<file path="config.mk">
export PLATFORM = sky130hd
export DESIGN_NAME = uart_tx
export DESIGN_NICKNAME = d
export VERILOG_FILES = /design/src/rtl/uart_tx.sv
export SDC_FILE = /design/constraint.sdc
export NUM_CORES = 1
export LEC_CHECK = 0
export CAP_MARGIN = 20
export CORE_ASPECT_RATIO = 0.75
export CORE_MARGIN = 5
export CORE_UTILIZATION = 55
export DETAILED_ROUTE_END_ITERATION = 8
export GPL_TIMING_DRIVEN = 0
export PLACE_DENSITY = 0.77
export SETUP_SLACK_MARGIN = 0.05
export SLEW_MARGIN = 20
export SYNTH_ARGS = -nofsm -noshare
export SYNTH_HDL_FRONTEND = slang
export SYNTH_SLANG_ARGS = --single-unit
</file>
<file path="constraint.sdc">
create_clock -name sclk -period 4.4 [get_ports sclk]
set_input_delay 0.44 -clock sclk [delete_from_list [all_inputs] [get_ports sclk]]
set_output_delay 0.44 -clock sclk [all_outputs]
set_load 0.03 [all_outputs]
</file>
<file path="src/rtl/uart_tx.sv">
// uart_tx: 8N1 UART transmitter with a one-byte holding register and valid/ready input.
module uart_tx #(
  parameter int BAUD_END = 5207
) (
  input  logic       sclk,
  input  logic       s_rst,
  input  logic [7:0] tx_data,
  input  logic       tx_valid,
  output logic       tx_ready,
  output logic       rs232_tx,
  output logic       tx_busy,
  output logic       tx_done
);
  typedef enum logic [1:0] {IDLE, START, DATA, STOP} state_t;
  localparam logic [12:0] BAUD_MAX = 13'(BAUD_END);
  state_t      state_q, state_d;
  logic [12:0] baud_q, baud_d;
  logic [2:0]  bit_q, bit_d;
  logic [7:0]  shift_q, shift_d, hold_q, hold_d;
  logic        hold_full_q, hold_full_d, ready_q, line_q, line_d, done_q, done_d;
  logic        accept, baud_end, reload;
  assign accept   = tx_valid & ready_q;
  assign baud_end = baud_q == BAUD_MAX;
  assign reload   = hold_full_q & (state_q == IDLE | (state_q == STOP & baud_end));
  assign tx_ready = ready_q;
  assign rs232_tx = line_q;
  assign tx_busy  = state_q != IDLE;
  assign tx_done  = done_q;
  always_comb begin
    state_d     = state_q;
    baud_d      = (state_q == IDLE || baud_end) ? '0 : baud_q + 13'd1;
    bit_d       = bit_q;
    shift_d     = shift_q;
    line_d      = line_q;
    done_d      = 1'b0;
    hold_full_d = accept | (hold_full_q & ~reload);
    hold_d      = accept ? tx_data : hold_q;
    case (state_q)
      IDLE: if (hold_full_q) begin
        state_d = START;
        shift_d = hold_q;
        line_d  = 1'b0;
      end
      START: if (baud_end) begin
        state_d = DATA;
        bit_d   = '0;
        line_d  = shift_q[0];
      end
      DATA: if (baud_end) begin
        bit_d   = bit_q + 3'd1;
        shift_d = shift_q >> 1;
        state_d = (bit_q == 3'd7) ? STOP : DATA;
        line_d  = (bit_q == 3'd7) ? 1'b1 : shift_q[1];
      end
      STOP: if (baud_end) begin
        done_d  = 1'b1;
        state_d = hold_full_q ? START : IDLE;
        shift_d = hold_full_q ? hold_q : shift_q;
        line_d  = ~hold_full_q;
      end
      default: state_d = IDLE;
    endcase
  end
  always_ff @(posedge sclk) begin
    if (s_rst) begin
      state_q     <= IDLE;
      baud_q      <= '0;
      bit_q       <= '0;
      shift_q     <= '0;
      hold_q      <= '0;
      hold_full_q <= 1'b0;
      ready_q     <= 1'b1;
      line_q      <= 1'b1;
      done_q      <= 1'b0;
    end else begin
      state_q     <= state_d;
      baud_q      <= baud_d;
      bit_q       <= bit_d;
      shift_q     <= shift_d;
      hold_q      <= hold_d;
      hold_full_q <= hold_full_d;
      ready_q     <= ~hold_full_d;
      line_q      <= line_d;
      done_q      <= done_d;
    end
  end
endmodule
</file>
---- After elaboration in Yosys (flattened, before gate mapping) ----
Index checks and enable logic that the tools add are counted.
operators by class
  eq/ne operators ......................... 9
  reductions and logical operators ........ 10
  add/subtract/negate cells ............... 2
  bitwise gates (word level) .............. 10
  multiplexer cells ....................... 21
operator list
  kind                     count
  $mux W8                  3
  $pmux W8 S3              1
  $add A13 B1 Y13 const B  1
  $eq A13 B13 Y1 const B   1
  $mux W1                  8
  $mux W2                  4
  $ne A2 B2 Y1 const B     4
  $pmux W2 S4              1
  $mux W3                  2
  $pmux W3 S2              1
  $reduce_and A3 Y1        2
  $and A1 B1 Y1            4
  $eq A2 B2 Y1 const B     2
  $not A1 Y1               4
  $pmux W1 S4              1
  $reduce_and A4 Y1        1
  $reduce_bool A2 Y1       2
  $reduce_or A2 Y1         2
  $add A3 B1 Y3 const B    1
  $eq A3 B3 Y1 const B     1
  $reduce_bool A3 Y1       1
  $eq A2 B1 Y1 const B     1
  $logic_not A2 Y1         1
  $or A1 B1 Y1             2
  $logic_or A1 B1 Y1       1
storage, ports and cells
  register bits after elaboration ......... 38
  bits of input ports ..................... 11

---- Logic depth before layout (Yosys ltp) ----
Gate-level depths: netlist of the first run.
  depth in word-level cells ............... 8
  mapped depth ............................ 8
  mapped depth without buffers ............ 6

---- Worst setup path after synthesis of the first run ----
OpenSTA, ideal clock, no wires.
  path kind ............................... flip-flop to flip-flop
  start ................................... register state_q[0]
  end ..................................... register line_q, in the netlist rs232_tx
  period minus slack after synthesis ...... 1.764 ns
  path buffers ............................ 1
  setup slack ............................. 2.636 ns
  arrival time ............................ 1.642 ns
  stages on the path, launching flop included .. 7
  data required time ...................... 4.278 ns
  cells stage by stage .................... dfxtp_1 > inv_1 > ha_1 > buf_4 > or3_1 > a22o_1 > a221o_1
between the ends
  word-level cells in the longest chain between the ends .. 3
  elaborated cells on any way between the ends .. 10
  classes of those cells .................. 7 x eq/ne; 1 x mux; 2 x reduce/logical
RTL lines
  element                               RTL line  text
  from (decl)                           16        state_t state_q, state_d;
  from (signal assigned)                76        state_q <= state_d;
  $eq A2 B1 Y1 (tied with other cells)  38        case (state_q)
  $ne A2 B2 Y1 (no line)                n/a
  $reduce_and A4 Y1 (no line)           n/a
  to (signal assigned)                  83        line_q <= line_d;
  to (decl)                             20        logic hold_full_q, hold_full_d, ready_q, line_q, line_d, done_q, done_d;
Parallel ways exist; a longest one is shown, timed or not.
A chain may end at the register's enable or synchronous reset.

---- Final worst setup path of the first run ----
  start ................................... register state_q[1]
  end ..................................... output tx_busy
between the ends
  word-level cells in the longest chain between the ends .. 1
RTL lines
  element             RTL line  text
  $reduce_bool A2 Y1  27        assign tx_busy = state_q != IDLE;
  to (decl)           11        output logic tx_busy,
Every way passes these cells.

==> impl_results.md, run 1 <==
- Status: finished clean
- Final Setup Violations: 0
- Number of I/O pins: 15
- Core Box Area: 3020 um2
- Cells after synthesis: 197
- Startpoint Class: register
- Kind of critical path: reg2out
- Peak supply drop: around 0.29 mV
- Initial core utilization: 58.5%
- CTS Root Cell: clkbuf_8
- Hold path depth: 1
- Die area: ~4500 um2
- Arr. time, crit path: roughly 1800 ps
- Ys Warns: 0
- Final Cycle Share: 50.9%
- Final nets: 237
- Clk sinks: 38
- Drt wl/cell: 14.0 um
- Asr flop ratio synth: 0%
- Relative slew slack: 68.0%
- Synth cell types: 38
- Post-CTS Resized: 0
- CP Data Required Time: 3960 ps
- Die Width: 75.4 um
- Setup WS pre-CTS: 2410 ps
- Port buffer count: 14
- TritonCTS Buffers: 5
- Area of the multi-input gates: 936 um2
- Primary FF master, synth: dfxtp_1
- Commonest non-fill, non-tap cell in the layout: dfxtp_1
- Cell taking the most area after synthesis: dfxtp_1
- Number of global-route vias before repair: 1404
- WL final: about 3600 um
- Sequential-to-total area share from yosys stat: between 40 and 50%
- Mapped Avg Cell Area: 8.97 um2
- Mapped Area: 1770 um2
- CTS Hold Buffers Added: 0
- Hold crit path type: reg2reg
- Worst Clk Skew: 10.1 ps
- Congestion Overflow GR: 0
- Setup TNS: 0 ps
- #FFs+latches synth: 38
- Fmax: 0.447 GHz
- Worst skew pair latency: 290 ps
- Post-Syn Nets: 216
- Die Y: 59.1 um
- Synth top area cells: dfxtp_1 43%, ha_1 5.7%, nand2_1 5.3%
- Slew Limit Fails: 0
- Via/cell ratio: 5.51
- GRT Util Overall: between 10% and 20%
- DRC viols: 0
- Max-cap viol count: 0
- Min Hold Slack: 458 ps
- Number of post-CTS setup repair buffers: 0
- Final worst slack: 2160 ps
- Diodes inserted: 0
- Most frequent cells in the layout: 38 x dfxtp_1, 25 x nand2_1, 20 x nor2_1
- Fillers: 244
- Share of cells above drive strength 1: 11.4%
- Vias: around 1400
- Pwr Density: 437 nW/um2
- Rows: 17
- CTS tree: yes
- Initial antenna violation count: 0
- R2R cell count: 7
- Placer Congestion: 0.789
- FF/Latch Area: 761 um2
- Drt first-iter violations: 85
- Final worst path period need: 2240 ps
- Antenna viol nets, final: 0
- Largest net degree at the start of global routing: 12
- P&R area growth vs syn: 15.8%
- First-pass GRT wire length: 6210 um
- Synth top area share: between 40% and 50%
- Reg clk slew, reported paths: 70 ps
- DP HPWL: 2490 um
- Post-synth EDFFs: 0
- Crit. End Element: primary output
- RSZ-0062 raised after global routing: no
- H-tree depth: 2
- Crit path max fanout: 5
- Clock Path Buffers: 2
- Tightest Pin Transition: 479 ps
- LEAKAGE: 0.705 nW
- Final hold vios: 0
- Post-layout util: between 60% and 70%
- First-pass DRT Iterations: 4
[worst paths after layout]
path,to,start,slack [ps]
hold reg to reg,baud_q[0]$_SDFF_PP0_,baud_q[0]$_SDFF_PP0_,460
hold / removal,baud_q[0]$_SDFF_PP0_,baud_q[0]$_SDFF_PP0_,460
setup reg to reg,shift_q[7]$_SDFFE_PP0P_,state_q[0]$_SDFFE_PP0P_,2390
setup / recovery,tx_busy,state_q[1]$_SDFFE_PP0P_,2160
[sequential cells by signal (all words and copies together) (netlist names)]
| name | cells |
|---|---|
| shift_q | 8 |
| baud_q | 13 |
| bit_q | 3 |
| state_q | 2 |
| hold_full_q | 1 |
| tx_ready | 1 |
| hold_q | 8 |
| rs232_tx | 1 |
| tx_done | 1 |
[worst max-delay path, stage by stage (launching register included)]
cell and delay [ps]:
dfxtp_1 410, inv_1 110, ha_1 250, inv_1 80, clkdlybuf4s50_1 660
[layer usage]
| metal | global-route usage (%) | wire (um) |
|---|---|---|
| met1 | 23.7 | 1840 |
| met2 | 27.6 | 1520 |
| met3 | 7.80 | 163 |
| met4 | 9.23 | 68 |
| met5 | 0 | 0 |
[synthesized netlist by cell type (all sizes together) (3+ instances only)]
cell type	n
nand2	25
mux2i	8
nor3	4
clkbuf	5
inv	6
nand3	5
nand2b	5
a21oi	16
or3	8
ha	8
nor2	20
dfxtp	38
and4bb	3
buf	4
xnor2	9
o21ai	9
[power breakdown]
| part | internal [mW] | total [mW] | leakage (nW) | switching [mW] |
|---|---|---|---|---|
| clock | 0.126 | 0.247 | 0.0482 | 0.121 |
| sequential | 0.371 | 0.392 | 0.309 | 0.0206 |
| combinational | 0.105 | 0.256 | 0.348 | 0.151 |
[stage by stage]
step / instance area, um2 / power [mW] / cells
3_3_place_gp: 1950 / 0.643 / 249
3_5_place_dp: 1950 / 0.648 / 249
2_1_floorplan: 1770 / 0.574 / 197
6_report: 2050 / 0.895 / 257
4_1_cts: 2050 / 0.903 / 257
5_1_grt: 2050 / 0.945 / 257
[cells by family (layout without fill, tap and decap cells)]
logic type | count (synthesis) | after routing | share of synthesized area [%]
AND/OR/NAND/NOR | 78 | 78 | 22.8
multiplexers | 8 | 8 | 4.53
XOR/XNOR | 11 | 11 | 5.45
buffers and inverters | 15 | 37 | 3.97
AO/OA/AOI/OAI | 39 | 39 | 14.5
adder cells (fa/ha/maj) | 8 | 8 | 5.67
flip-flops | 38 | 38 | 43.1
[final cells by class]
class | instances | share of cell area, %
plain buffers | 9 | 2.32
clock buffers | 7 | 4.22
clock inverters | 1 | 0.245
inverters | 6 | 1.10
multi-input cells | 144 | 45.7
flip-flops and latches | 38 | 37.2
well taps | 38 | 2.32
repair buffers | 14 | 6.85
Note: power is estimated with default switching activity, not from simulation.
==> run 2: changes to the inputs <==
==> constraint.sdc (replaced) <==
create_clock -name sclk -period 2.3 [get_ports sclk]
set_input_delay 0.23 -clock sclk [delete_from_list [all_inputs] [get_ports sclk]]
set_output_delay 0.23 -clock sclk [all_outputs]
set_load 0.03 [all_outputs]
==> results of run 2 <==
Same layout as run 1 (identical final DEF). Status: finished clean.
Among the figures that moved: setup slack after placement 2410 ps -> 333 ps; setup slack after layout 2160 ps -> 272 ps; register-to-register setup slack 2390 ps -> 290 ps; total power 0.895 mW -> 1.71 mW; worst IR drop on VDD 0.291 mV -> 0.556 mV
